File: src/rtl/inst_mem_fetch.sv
// Synchronous instruction memory: valid/ready fetch, 1-cycle read, 2-entry response buffer.
// Optional macro INST_MEM_LOAD_EN enables the word-write load port; otherwise a fixed ROM image.
module inst_mem_fetch #(
  parameter int INST_W     = 64,
  parameter int ADDR_W     = 32,
  parameter int DEPTH_LOG2 = 17,
  parameter int BYTE_SHIFT = 3
) (
  input  logic                  clk,
  input  logic                  rst,
  input  logic                  ce,
  input  logic                  req_valid,
  output logic                  req_ready,
  input  logic [ADDR_W-1:0]     req_addr,
  output logic                  rsp_valid,
  input  logic                  rsp_ready,
  output logic [INST_W-1:0]     rsp_inst,
  output logic                  rsp_err,
  input  logic                  ld_en,
  input  logic [DEPTH_LOG2-1:0] ld_idx,
  input  logic [INST_W-1:0]     ld_data
);

  localparam int IDX_HI = DEPTH_LOG2 + BYTE_SHIFT;

  logic [DEPTH_LOG2-1:0]   w_idx;
  logic                    w_misalign;
  logic                    w_oor;
  logic                    w_err;
  logic [1:0]              w_occ;
  logic                    w_accept;
  logic                    w_push;
  logic                    w_pop;

  logic                    r_inflight;
  logic                    r_inf_err;
  logic [INST_W-1:0]       r_rdata;
  logic [1:0][INST_W-1:0]  r_buf_inst;
  logic [1:0]              r_buf_err;
  logic                    r_wr_ptr;
  logic                    r_rd_ptr;
  logic [1:0]              r_count;

  assign w_idx = req_addr[IDX_HI-1:BYTE_SHIFT];

  generate
    if (BYTE_SHIFT > 0) begin : g_align
      assign w_misalign = |req_addr[BYTE_SHIFT-1:0];
    end else begin : g_noalign
      assign w_misalign = 1'b0;
    end
    if (IDX_HI < ADDR_W) begin : g_range
      assign w_oor = |req_addr[ADDR_W-1:IDX_HI];
    end else begin : g_norange
      assign w_oor = 1'b0;
    end
  endgenerate

  assign w_err = w_misalign | w_oor;

  // Occupancy counts the in-flight read so a stalled consumer can never overflow the buffer.
  assign w_occ     = r_count + {1'b0, r_inflight};
  assign req_ready = rst & ce & (w_occ < 2'd2);
  assign w_accept  = req_valid & req_ready;
  assign w_push    = r_inflight;
  assign w_pop     = rsp_valid & rsp_ready;

  assign rsp_valid = (r_count != 2'd0);
  assign rsp_inst  = r_buf_inst[r_rd_ptr];
  assign rsp_err   = r_buf_err[r_rd_ptr];

`ifdef INST_MEM_LOAD_EN
  logic [INST_W-1:0] r_mem [0:(1<<DEPTH_LOG2)-1];

  always_ff @(posedge clk) begin
    if (ld_en) r_mem[ld_idx] <= ld_data;
  end

  // Same-edge read sees the pre-write word.
  always_ff @(posedge clk) begin
    if (w_accept) r_rdata <= r_mem[w_idx];
  end
`else
  logic w_unused_ld;
  assign w_unused_ld = ^{ld_en, ld_idx, ld_data};

  function automatic logic [INST_W-1:0] rom_word(input logic [DEPTH_LOG2-1:0] idx);
    logic [INST_W-1:0] w;
    w = '0;
    case (idx)
      DEPTH_LOG2'(0): w = INST_W'(64'h2010880000000400);
      DEPTH_LOG2'(1): w = INST_W'(64'h2010840000000800);
      DEPTH_LOG2'(2): w = INST_W'(64'h2011900000072000);
      DEPTH_LOG2'(3): w = INST_W'(64'h20118c0000040800);
      default:        w = '0;
    endcase
    return w;
  endfunction

  always_ff @(posedge clk) begin
    if (w_accept) r_rdata <= rom_word(w_idx);
  end
`endif

  always_ff @(posedge clk or negedge rst) begin
    if (!rst) begin
      r_inflight <= 1'b0;
      r_inf_err  <= 1'b0;
      r_buf_inst <= '0;
      r_buf_err  <= '0;
      r_wr_ptr   <= 1'b0;
      r_rd_ptr   <= 1'b0;
      r_count    <= 2'd0;
    end else if (!ce) begin
      // Flush: drop buffered responses and the in-flight read.
      r_inflight <= 1'b0;
      r_wr_ptr   <= 1'b0;
      r_rd_ptr   <= 1'b0;
      r_count    <= 2'd0;
    end else begin
      r_inflight <= w_accept;
      if (w_accept) r_inf_err <= w_err;
      if (w_push) begin
        r_buf_inst[r_wr_ptr] <= r_inf_err ? '0 : r_rdata;
        r_buf_err[r_wr_ptr]  <= r_inf_err;
        r_wr_ptr             <= ~r_wr_ptr;
      end
      if (w_pop) r_rd_ptr <= ~r_rd_ptr;
      r_count <= r_count + 2'(w_push) - 2'(w_pop);
    end
  end

endmodule

File: config.mk
export PLATFORM = sky130hd
export DESIGN_NAME = inst_mem_fetch
export DESIGN_NICKNAME = d
export VERILOG_FILES = /design/src/rtl/inst_mem_fetch.sv
export SDC_FILE = /design/constraint.sdc
export NUM_CORES = 1
export LEC_CHECK = 0
export CAP_MARGIN = 20
export CORE_ASPECT_RATIO = 1.1
export CORE_MARGIN = 1.5
export CORE_UTILIZATION = 28
export CTS_BUF_LIST = sky130_fd_sc_hd__clkbuf_2
export DETAILED_ROUTE_END_ITERATION = 8
export GPL_TIMING_DRIVEN = 0
export PLACE_DENSITY = 0.94
export SLEW_MARGIN = 15
export SYNTH_ARGS = -nofsm -noshare
export SYNTH_HDL_FRONTEND = slang
export SYNTH_SLANG_ARGS = --single-unit
File: constraint.sdc
create_clock -name clk -period 1.8 [get_ports clk]
set_input_delay 0.36 -clock clk [delete_from_list [all_inputs] [get_ports clk]]
set_output_delay 0.36 -clock clk [all_outputs]
set_load 0.02 [all_outputs]
==> results of run 1 <==
==> metal layers <==
layer	vias up	GRT usage	wire length [um]
met1	558	0.1080	1169
met5	-	0	0
met2	86	0.2055	1811
met3	0	0.02184	337
li1	656	-	-
met4	0	0.01948	0
==> cells by family after synthesis <==
group,share of synthesized area
compound gates,0.04129
xor+xnor,0.02676
fa+ha+maj,0.01529
buf+inv,0.2783
flops,0.4159
mux,0.07110
other cells,0.002291
simple gates,0.1491
==> final cells by class <==
| cell class | count | area, um2 | area share |
|---|---|---|---|
| Inverter | 2 | 7.507 | 0.002970 |
| Multi-Input combinational cell | 124 | 716.9 | 0.2837 |
| Timing Repair Buffer | 55 | 525.5 | 0.2079 |
| Clock buffer | 4 | 20.02 | 0.007921 |
| Buffer | 61 | 480.5 | 0.1901 |
| Sequential cell | 26 | 680.7 | 0.2693 |
| Tap cell | 77 | 96.34 | 0.03812 |
==> power by group through the flow <==
stage                     registers [uW]  logic (uW)  clock network (uW)
after floorplan                      731         600                   0
after global placement               737         891                   0
after detailed placement             743         922                   0
after CTS                            735         973                 224
after global routing                 750        1070                 251
final                                737         991                 215
==> final timing paths <==
check                                           start                    endpoint  cells past startpoint
max                              r_rd_ptr$_DFFE_PN0P_                rsp_inst[16]                      4
min                                               rst  r_buf_inst[10]$_DFFE_PN0P_                      1
max reg2reg                      r_count[0]$_DFF_PN0_       r_inf_err$_DFFE_PN0P_                      5
min reg2reg                r_buf_inst[47]$_DFFE_PN0P_  r_buf_inst[47]$_DFFE_PN0P_                      2
max in group asynchronous                         rst        r_count[0]$_DFF_PN0_                      1
min in group clk           r_buf_inst[47]$_DFFE_PN0P_  r_buf_inst[47]$_DFFE_PN0P_                      2
==> registers in the layout, indices dropped and copies added (netlist names) <==
name and count:
r_rd_ptr 1, r_inf_err 1, r_count 2, r_inflight 1
r_rdata 6, r_buf_err 2, r_wr_ptr 1, r_buf_inst 12
==> synthesized netlist by cell type (3+ instances only) <==
cell type,count
nand2b_1,6
nor4_1,6
dfrtp_1,20
xnor2_1,3
mux2_2,9
nor3_1,3
edfxtp_1,6
and2_1,4
nand2_1,12
o21ai_0,12
buf_4,58
==> stage by stage <==
stage,hold WS [ns],utilization,area [um2],setup TNS (ns)
finish,0.05618,0.4437,2527,-0.08387
global route,0.04505,0.4437,2527,-0.7904
CTS,0.04561,0.4410,2512,-0.2227
detailed placement,0.4654,0.4285,2441,-5.549
global placement,0.4550,0.4285,2441,-4.826
floorplan,0.06441,-,1824,0
==> critical path: stages (launching register included) <==
cell and delay [ns]:
dfrtp_1 0.42, buf_6 0.14, mux2_4 0.33, buf_6 0.12
buf_6 0.12
==> timing repair <==
item                                    in CTS  in global routing
endpoints found under the setup margin      23                 13
pin swaps                                    1                  2
gates resized for setup                     94                  8
setup buffers                                3                  0
hold buffers                                 0                  0
==> run metrics, run 1 <==
# port buffers 52; Fillers 528; grt ovf 0; row count 29; core area about 0.0057 mm2; H-Tree Depth 1; synthesized area about 0.0016 mm2; status finished with violations; antenna cells 0; post-DP HPWL 2805 um; internal power 1274 uW; synthesized area per cell around 10 um2; Peak Freq between 500 and 600 MHz; number of synthesized flops with an enable pin 6; root buffer cell clkbuf_2; Max Cap Viol 0; layout cells sized above 1 0.3640; pre-CTS setup slack -0.9769 ns; crit start category register; fin. max-slew vios 0; Via density 3.725; Comb pwr share 0.510; Worst Setup End Kind output pin; Placer Congestion between 0.7 and 0.8; sw power roughly 670 uW; maximum VDD drop 0.0004723 V; critical path class register to output pin; most frequent cells in the layout buf_4 (56), conb_1 (51), clkdlybuf4s50_1 (35); Yosys top cell by area dfrtp_1; largest net degree at the start of global routing 24; flop2flop setup slack between 0.15 and 0.2 ns; GR Util All Layers 0.1046; nets@finish 394; Iter 0 DRT Violations 25; die area 0.006313 mm2; Leak Pwr between 0.001 and 0.0015 uW; Area Growth Syn to Fin 54.43%; switching part of the total 0.3443; failing checks setup timing; placed cells between 300 and 400; via count 1300; Final setup violation count 5; sequential fraction of the synthesis area 0.4159; Flop pwr share 0.379; CTS clk-pin slew, worst paths between 0.2 and 0.25 ns; Synth top area share 0.3058; drt drc 0; synthesis-stage register bit count 26; HP Class input port to asynchronous set/reset pin; CTS Sinks 26; Rel. slew slack 0.6342; Initial Utilization 0.2873; iteration count of the initial detailed-routing pass 4; Clock power frac 0.111; WP data arrival around 1.5 ns; Cell variety after synth 29; Design Power between 1500 and 2000 uW; TritonCTS buffer count 3; WL per Instance 9.507 um; non-filler instance count after layout 349; Synth Instances ~160; Worst-Skew Late Latency around 0.33 ns; Tmin final ~1.8 ns; first-pass GRT wire length between 5000 and 6000 um; most common cell after layout, fill and taps aside buf_4; RSZ-0062 raised after global routing yes; Final ANT Viol Nets 0; Ports about 190; synth top area cells dfrtp_1 (31%), buf_4 (27%), edfxtp_1 (11%), mux2_2 (6.2%), o21ai_0 (3.7%); vias in the first global route around 1300; ys async rst share 0.7692; Detailed Route WL between 3000 and 4000 um; clock tree buffer depth 2; Crit path required time between 1 and 1.5 ns; Worst-Margin Slew about 0.55 ns; CTS tree yes; Die X ~76 um; Die Ht slightly above 80 um; Warnings, synthesis 0; skew final 0.01263 ns; Top FF cell, synth dfrtp_1; Worst Setup Slack, final -0.01902 ns; crit share post-route 1.011; crit path max fanout 8; initial antenna violation count 0; Pwr Density 768.7 mW/mm2; Fin. Hold Viols 0
Power figures use the tool's default switching activity.
==> run 2, diff against run 1 <==
- ABC_AREA: default -> 1
- CORE_UTILIZATION: 28 -> 29
==> run metrics, run 2 <==
Most flops, register r_buf_inst; Cell Area, Placed 0.002541 mm2 (+4.1%); maximum VDD drop 0.0005624 V (+19%); die area 0.006462 mm2 (+2.4%); Iter 0 DRT Violations 77 (+210%); iteration count of the initial detailed-routing pass 4 (unchanged); skew final 0.01192 ns (-0.0007081 ns); WP data arrival 1.48 ns (+0.02 ns); grt ovf 0 (unchanged); Via density 3.816 (+2.4%); Die X 76.79 um (+1.2%); Cell variety after synth 21 (-28%); nets@finish 458 (+16%); Placer Congestion 0.7621 (-0.41%); design area 0.002795 mm2 (+11%); GR Util All Layers 0.1210 (+0.01635); synth top area cells dfrtp_1 (29%), buf_4 (26%), edfxtp_1 (10%), nand2_1 (10%), nor2_1 (6.5%); RSZ-0062 raised after global routing yes; most common cell after layout, fill and taps aside buf_4; flop2flop setup slack 0.18 ns (about the same); Top FF cell, synth dfrtp_1; top-count cell post-synth buf_4; layout cells sized above 1 0.3125 (-0.05147); failing checks setup timing; Worst-Skew Late Latency 0.35 ns (+0.02 ns); sequential fraction of the synthesis area 0.3919 (-0.02397); number of synthesized flops with an enable pin 6 (unchanged); Detailed Route WL 4073 um (+23%); Worst Setup End Kind output pin; first-pass GRT wire length 6348 um (+22%); fin. max-slew vios 0 (unchanged); CTS clk-pin slew, worst paths 0.24 ns (+0.02 ns); Max Cap Viol 0 (unchanged); Worst Setup Slack, final -0.04398 ns (-0.02495 ns); crit start category register; largest net degree at the start of global routing 22 (-8.3%); Warnings, synthesis 0 (unchanged); CTS tree yes; # port buffers 52 (unchanged); vias in the first global route 1524 (+21%); clock tree buffer depth 2 (unchanged); max FFs per register 12 (unchanged); Area Growth Syn to Fin 60.95%; critical path class register to output pin; initial antenna violation count 0 (unchanged); drt drc 0 (unchanged); status finished with violations; non-filler instance count after layout 413 (+18%); antenna cells 0 (unchanged); synthesized area per cell 7.788 um2 (-22%); Final setup violation count 9 (+4); Tmin final 1.844 ns (+0.02495 ns); Pwr Density 1081 mW/mm2 (+41%); Final ANT Viol Nets 0 (unchanged); synthesized area 0.001737 mm2 (+6.1%); CTS Sinks 26 (unchanged); Fillers 514 (-2.7%); Synth Instances 223 (+37%); TritonCTS buffer count 3 (unchanged); HP Class input port to asynchronous set/reset pin; Initial Utilization 0.3010 (+0.01374); synthesis-stage register bit count 26 (unchanged); top cells by count, synth buf_4 (59), nand2_1 (48), nor2_1 (30); H-Tree Depth 1 (unchanged); biggest regs r_buf_inst (12), r_rdata (6); cts hold-fix bufs 0 (unchanged); via count 1576 (+21%); crit path max fanout 5 (-3); Synth top area share 0.2882 (-0.01763); Die Ht 84.16 um (+1.2%); Ports 186 (unchanged); ys async rst share 0.7692 (unchanged); Peak Freq 542.3 MHz (-1.4%); row count 29 (unchanged); most frequent cells in the layout buf_4 (62), conb_1 (51), nand2_1 (43); placed cells 402 (+18%); post-DP HPWL 2988 um (+6.5%); crit share post-route 1.024 (+0.01386); Yosys top cell by area dfrtp_1; Fin. Hold Viols 0 (unchanged); WHS 0.007436 ns (-0.04874 ns); WL per Instance 9.862 um (+3.7%); Leak Pwr 0.001531 uW (+22%); Worst Reg2Reg Path Length in Cells 6 (+1); Crit path required time 1.44 ns (about the same); core area 0.005769 mm2 (+1.3%); root buffer cell clkbuf_2
## run 2: changes by cell type after synthesis, moves of 4 or more
cell | before | now
o21ai_0 | 12 | 18
nor4_1 | 6 | 0
nor2_1 | 1 | 30
nand2b_1 | 6 | 0
and2_1 | 4 | 0
mux2_2 | 9 | 1
inv_1 | 2 | 24
nand2_1 | 12 | 48
## run 2: kinds of logic after synthesis
kind of cell    count (synthesis)  synth area share
xor+xnor                        2           0.01441
simple gates                   85            0.1974
compound gates                 21           0.06196
mux                             1          0.006484
other cells                     1          0.002159
buf+inv                        85            0.3112
fa+ha+maj                       2           0.01441
flops                          26            0.3919
## run 2: path summary, 6_finish.rpt
check / startpoint / endpoint
max: r_rd_ptr$_DFFE_PN0P_ / rsp_inst[17]
min: rst / r_buf_inst[108]$_DFFE_PN0P_
max reg2reg: r_inflight$_DFF_PN0_ / r_inf_err$_DFFE_PN0P_
min reg2reg: r_buf_err[1]$_DFFE_PN0P_ / r_buf_err[1]$_DFFE_PN0P_
max in group asynchronous: rst / r_buf_inst[11]$_DFFE_PN0P_
min in group clk: r_buf_err[1]$_DFFE_PN0P_ / r_buf_err[1]$_DFFE_PN0P_
## run 2: area by class of cell
type,instances,area [um2],share of cell area
multi-input cells,162,807.0,0.2887
clock buffers,3,15.01,0.005372
flip-flops and latches,26,680.7,0.2435
well taps,77,96.34,0.03447
plain buffers,61,483.0,0.1728
clock inverters,1,30.03,0.01074
repair buffers,59,593.1,0.2122
inverters,24,90.09,0.03223
## run 2: repair_timing
item / 4_1_cts / 5_1_grt
gates resized for setup: 91 / 41
pin swaps: 1 / 5
setup endpoints to repair: 23 / 16
buffers inserted: 5 / 1
gates cloned: 1 / 0
## run 2: where the power goes
group | switching, uW | internal [uW]
clock network | 172 | 191
registers | 77.9 | 747
logic | 918 | 915
## run 2: metrics by stage
stage / setup TNS, ns / utilization / setup slack, ns / total power, uW
5_1_grt: -1.047 / 0.4845 / -0.1173 / 3188
3_5_place_dp: -9.804 / 0.4405 / -1.100 / 2271
4_1_cts: -0.6068 / 0.4656 / -0.1566 / 2746
6_report: -0.2643 / 0.4845 / -0.04398 / 3021
2_1_floorplan: 0 / - / 0.02613 / 1711
3_3_place_gp: -9.226 / 0.4405 / -1.052 / 2221
## run 2: critical path: stages (launching register included)
cell       delay, ns
dfrtp_1         0.46
buf_6           0.14
clkbuf_16       0.16
nand2_4         0.06
o21ai_4         0.07
buf_4           0.14
buf_6           0.12
## run 2: metal layers
metal,GRT usage,up-vias,share of wire
met2,0.2430,95,0.54
li1,-,799,-
met1,0.1232,677,0.35
met3,0.03152,5,0.099
met4,0.02525,0,0.0071
met5,0,-,0
==> run 3, diff against run 2 <==
- CORE_MARGIN: 1.5 -> default
==> run metrics, run 3 (synthesis gave the netlist of run 2 again) <==
most frequent cells in the layout buf_4 (60), conb_1 (51), nand2_1 (44); skew final 0.01168 ns (-0.0002402 ns); Ports 186 (unchanged); row count 29 (unchanged); placed cells 402 (unchanged); Top Usage Layer GRT met2; drt drc 0 (unchanged); CTS tree yes; Tmin final 1.838 ns (-0.006342 ns); Leak Pwr 0.001485 uW (-3.0%); maximum VDD drop 0.0006156 V (+9.5%); vias in the first global route 1386 (-9.1%); Fin. Hold Viols 0 (unchanged); Iter 0 DRT Violations 86 (+12%); M3 GR Usage 0.03398 (+0.002459); Die Ht 83.16 um (-1.2%); post-DP HPWL 2860 um (-4.3%); WL per Instance 9.204 um (-6.7%); Worst Setup End Kind output pin; grt ovf 0 (unchanged); cts hold-fix bufs 0 (unchanged); CP delay by family, top flip-flops; switching part of the total 0.4056 (+0.01913); Final ANT Viol Nets 0 (unchanged); Most flops, register r_buf_inst; Final setup violation count 4 (-5); core area 0.005769 mm2 (unchanged); # port buffers 52 (unchanged); die area 0.006302 mm2 (-2.5%); Comb pwr share 0.621 (+0.014); crit path max fanout 4 (-1); Initial Utilization 0.3010 (unchanged); CTS clk-pin slew, worst paths 0.24 ns (about the same); layout cells sized above 1 0.3024 (-0.01010); Critical-path top delay cell dfrtp_1; CTS Sinks 26 (unchanged); Worst-Skew Late Latency 0.35 ns (about the same); first-pass GRT wire length 5692 um (-10%); CP Buf/Inv Count 1 (-3); antenna cells 0 (unchanged); root buffer cell clkbuf_2; GR Util met1 0.1357 (+0.01248); setup_tns -0.07113 ns (+0.1931 ns); crit start category register; max FFs per register 12 (unchanged); status finished with violations; H-Tree Depth 1 (unchanged); TritonCTS buffer count 3 (unchanged); Critical Path Max Stage Delay 0.47 ns (about the same); crit share post-route 1.021 (-0.003523); clock tree buffer depth 2 (unchanged); Peak Freq 544.2 MHz (+0.35%); iteration count of the initial detailed-routing pass 4 (unchanged); Area Growth Syn to Fin 56.48%; nets@finish 456 (-0.44%); RSZ-0062 raised after global routing yes; non-filler instance count after layout 411 (-0.48%); via count 1549 (-1.7%); met2 usage 0.2019 (-0.04103); most common cell after layout, fill and taps aside buf_4; initial antenna violation count 0 (unchanged); GR Util All Layers 0.1156 (-0.005397); Pwr Density 1023 mW/mm2 (-5.4%); Max Cap Viol 0 (unchanged); WP data arrival 1.48 ns (about the same); Clock power frac 0.079 (-0.041); Crit path required time 1.44 ns (about the same); failing checks setup timing; fin. max-slew vios 0 (unchanged); pre-CTS setup slack -1.108 ns (-0.007360 ns); critical-path cell list ha_2 > xor2_2 > nor2_2 > buf_6; largest net degree at the start of global routing 22 (unchanged); WHS 0.007505 ns (+0.00006922 ns); Fillers 533 (+3.7%); biggest regs r_buf_inst (12), r_rdata (6); Placer Congestion 0.7557 (-0.84%); critical path class register to output pin; Via density 3.769 (-1.2%); HP Class input port to asynchronous set/reset pin; Detailed Route WL 3783 um (-7.1%); Flop pwr share 0.300 (+0.027); Worst Setup Slack, final -0.03764 ns (+0.006342 ns); Die X 75.79 um (-1.3%); sw power 1127 uW (-3.4%); internal power 1652 uW (-11%)
run 3: cell count changes in the layout (fill, tap and decap cells not counted), moves of 2 or more:
cell,before,now
buf_2,0,2
buf_6,18,16
buf_4,62,60
o21ai_4,5,3
run 3: area by class of cell:
| cell class | count | area, um2 | area share |
|---|---|---|---|
| clock inverter | 1 | 3.754 | 0.001381 |
| sequential | 26 | 681.9 | 0.2509 |
| inverter | 24 | 90.09 | 0.03315 |
| buffer | 61 | 484.2 | 0.1782 |
| tap | 77 | 96.34 | 0.03545 |
| multi-input combinational | 162 | 780.7 | 0.2873 |
| timing repair buffer | 57 | 565.5 | 0.2081 |
| clock buffer | 3 | 15.01 | 0.005525 |
run 3: power groups by stage:
stage / clock [uW] / combinational, uW / sequential, uW
6_report: 218 / 1730 / 835
5_1_grt: 249 / 1870 / 850
4_1_cts: 220 / 1420 / 815
3_5_place_dp: 0 / 1440 / 830
3_3_place_gp: 0 / 1400 / 823
2_1_floorplan: 0 / 899 / 813
run 3: timing repair:
action / in CTS / in global routing
setup endpoints to repair: 23 / 16
resized for setup: 77 / 49
buffers inserted: 4 / 0
hold endpoints to repair: 0 / 0
cloned: 0 / 1
pin swaps: 0 / 6
run 3: metrics by stage:
stage / instance area [um2] / utilization / total power, uW
global placement: 2541 / 0.4405 / 2219
global route: 2718 / 0.4710 / 2971
detailed placement: 2541 / 0.4405 / 2266
finish: 2718 / 0.4710 / 2779
floorplan: 1924 / - / 1711
CTS: 2592 / 0.4494 / 2455
run 3: path summary, 6_finish.rpt:
check / startpoint / to / slack, ns / cells after the start
worst min-delay path: rst / r_count[1]$_DFF_PN0_ / 0.008 / 1
worst max register to register: r_inflight$_DFF_PN0_ / r_inf_err$_DFFE_PN0P_ / 0.17 / 6
min in group clk: r_buf_inst[74]$_DFFE_PN0P_ / r_buf_inst[74]$_DFFE_PN0P_ / 0.51 / 2
worst min register to register: r_buf_inst[74]$_DFFE_PN0P_ / r_buf_inst[74]$_DFFE_PN0P_ / 0.51 / 2
max in group asynchronous: rst / r_rd_ptr$_DFFE_PN0P_ / 1.46 / 1
worst max-delay path: r_inflight$_DFF_PN0_ / req_ready / -0.04 / 4
run 3: routing by layer:
metal | vias to the layer above | part of all wire
met4 | 0 | 0.0061
li1 | 791 | -
met5 | - | 0
met1 | 660 | 0.37
met3 | 4 | 0.10
met2 | 94 | 0.52
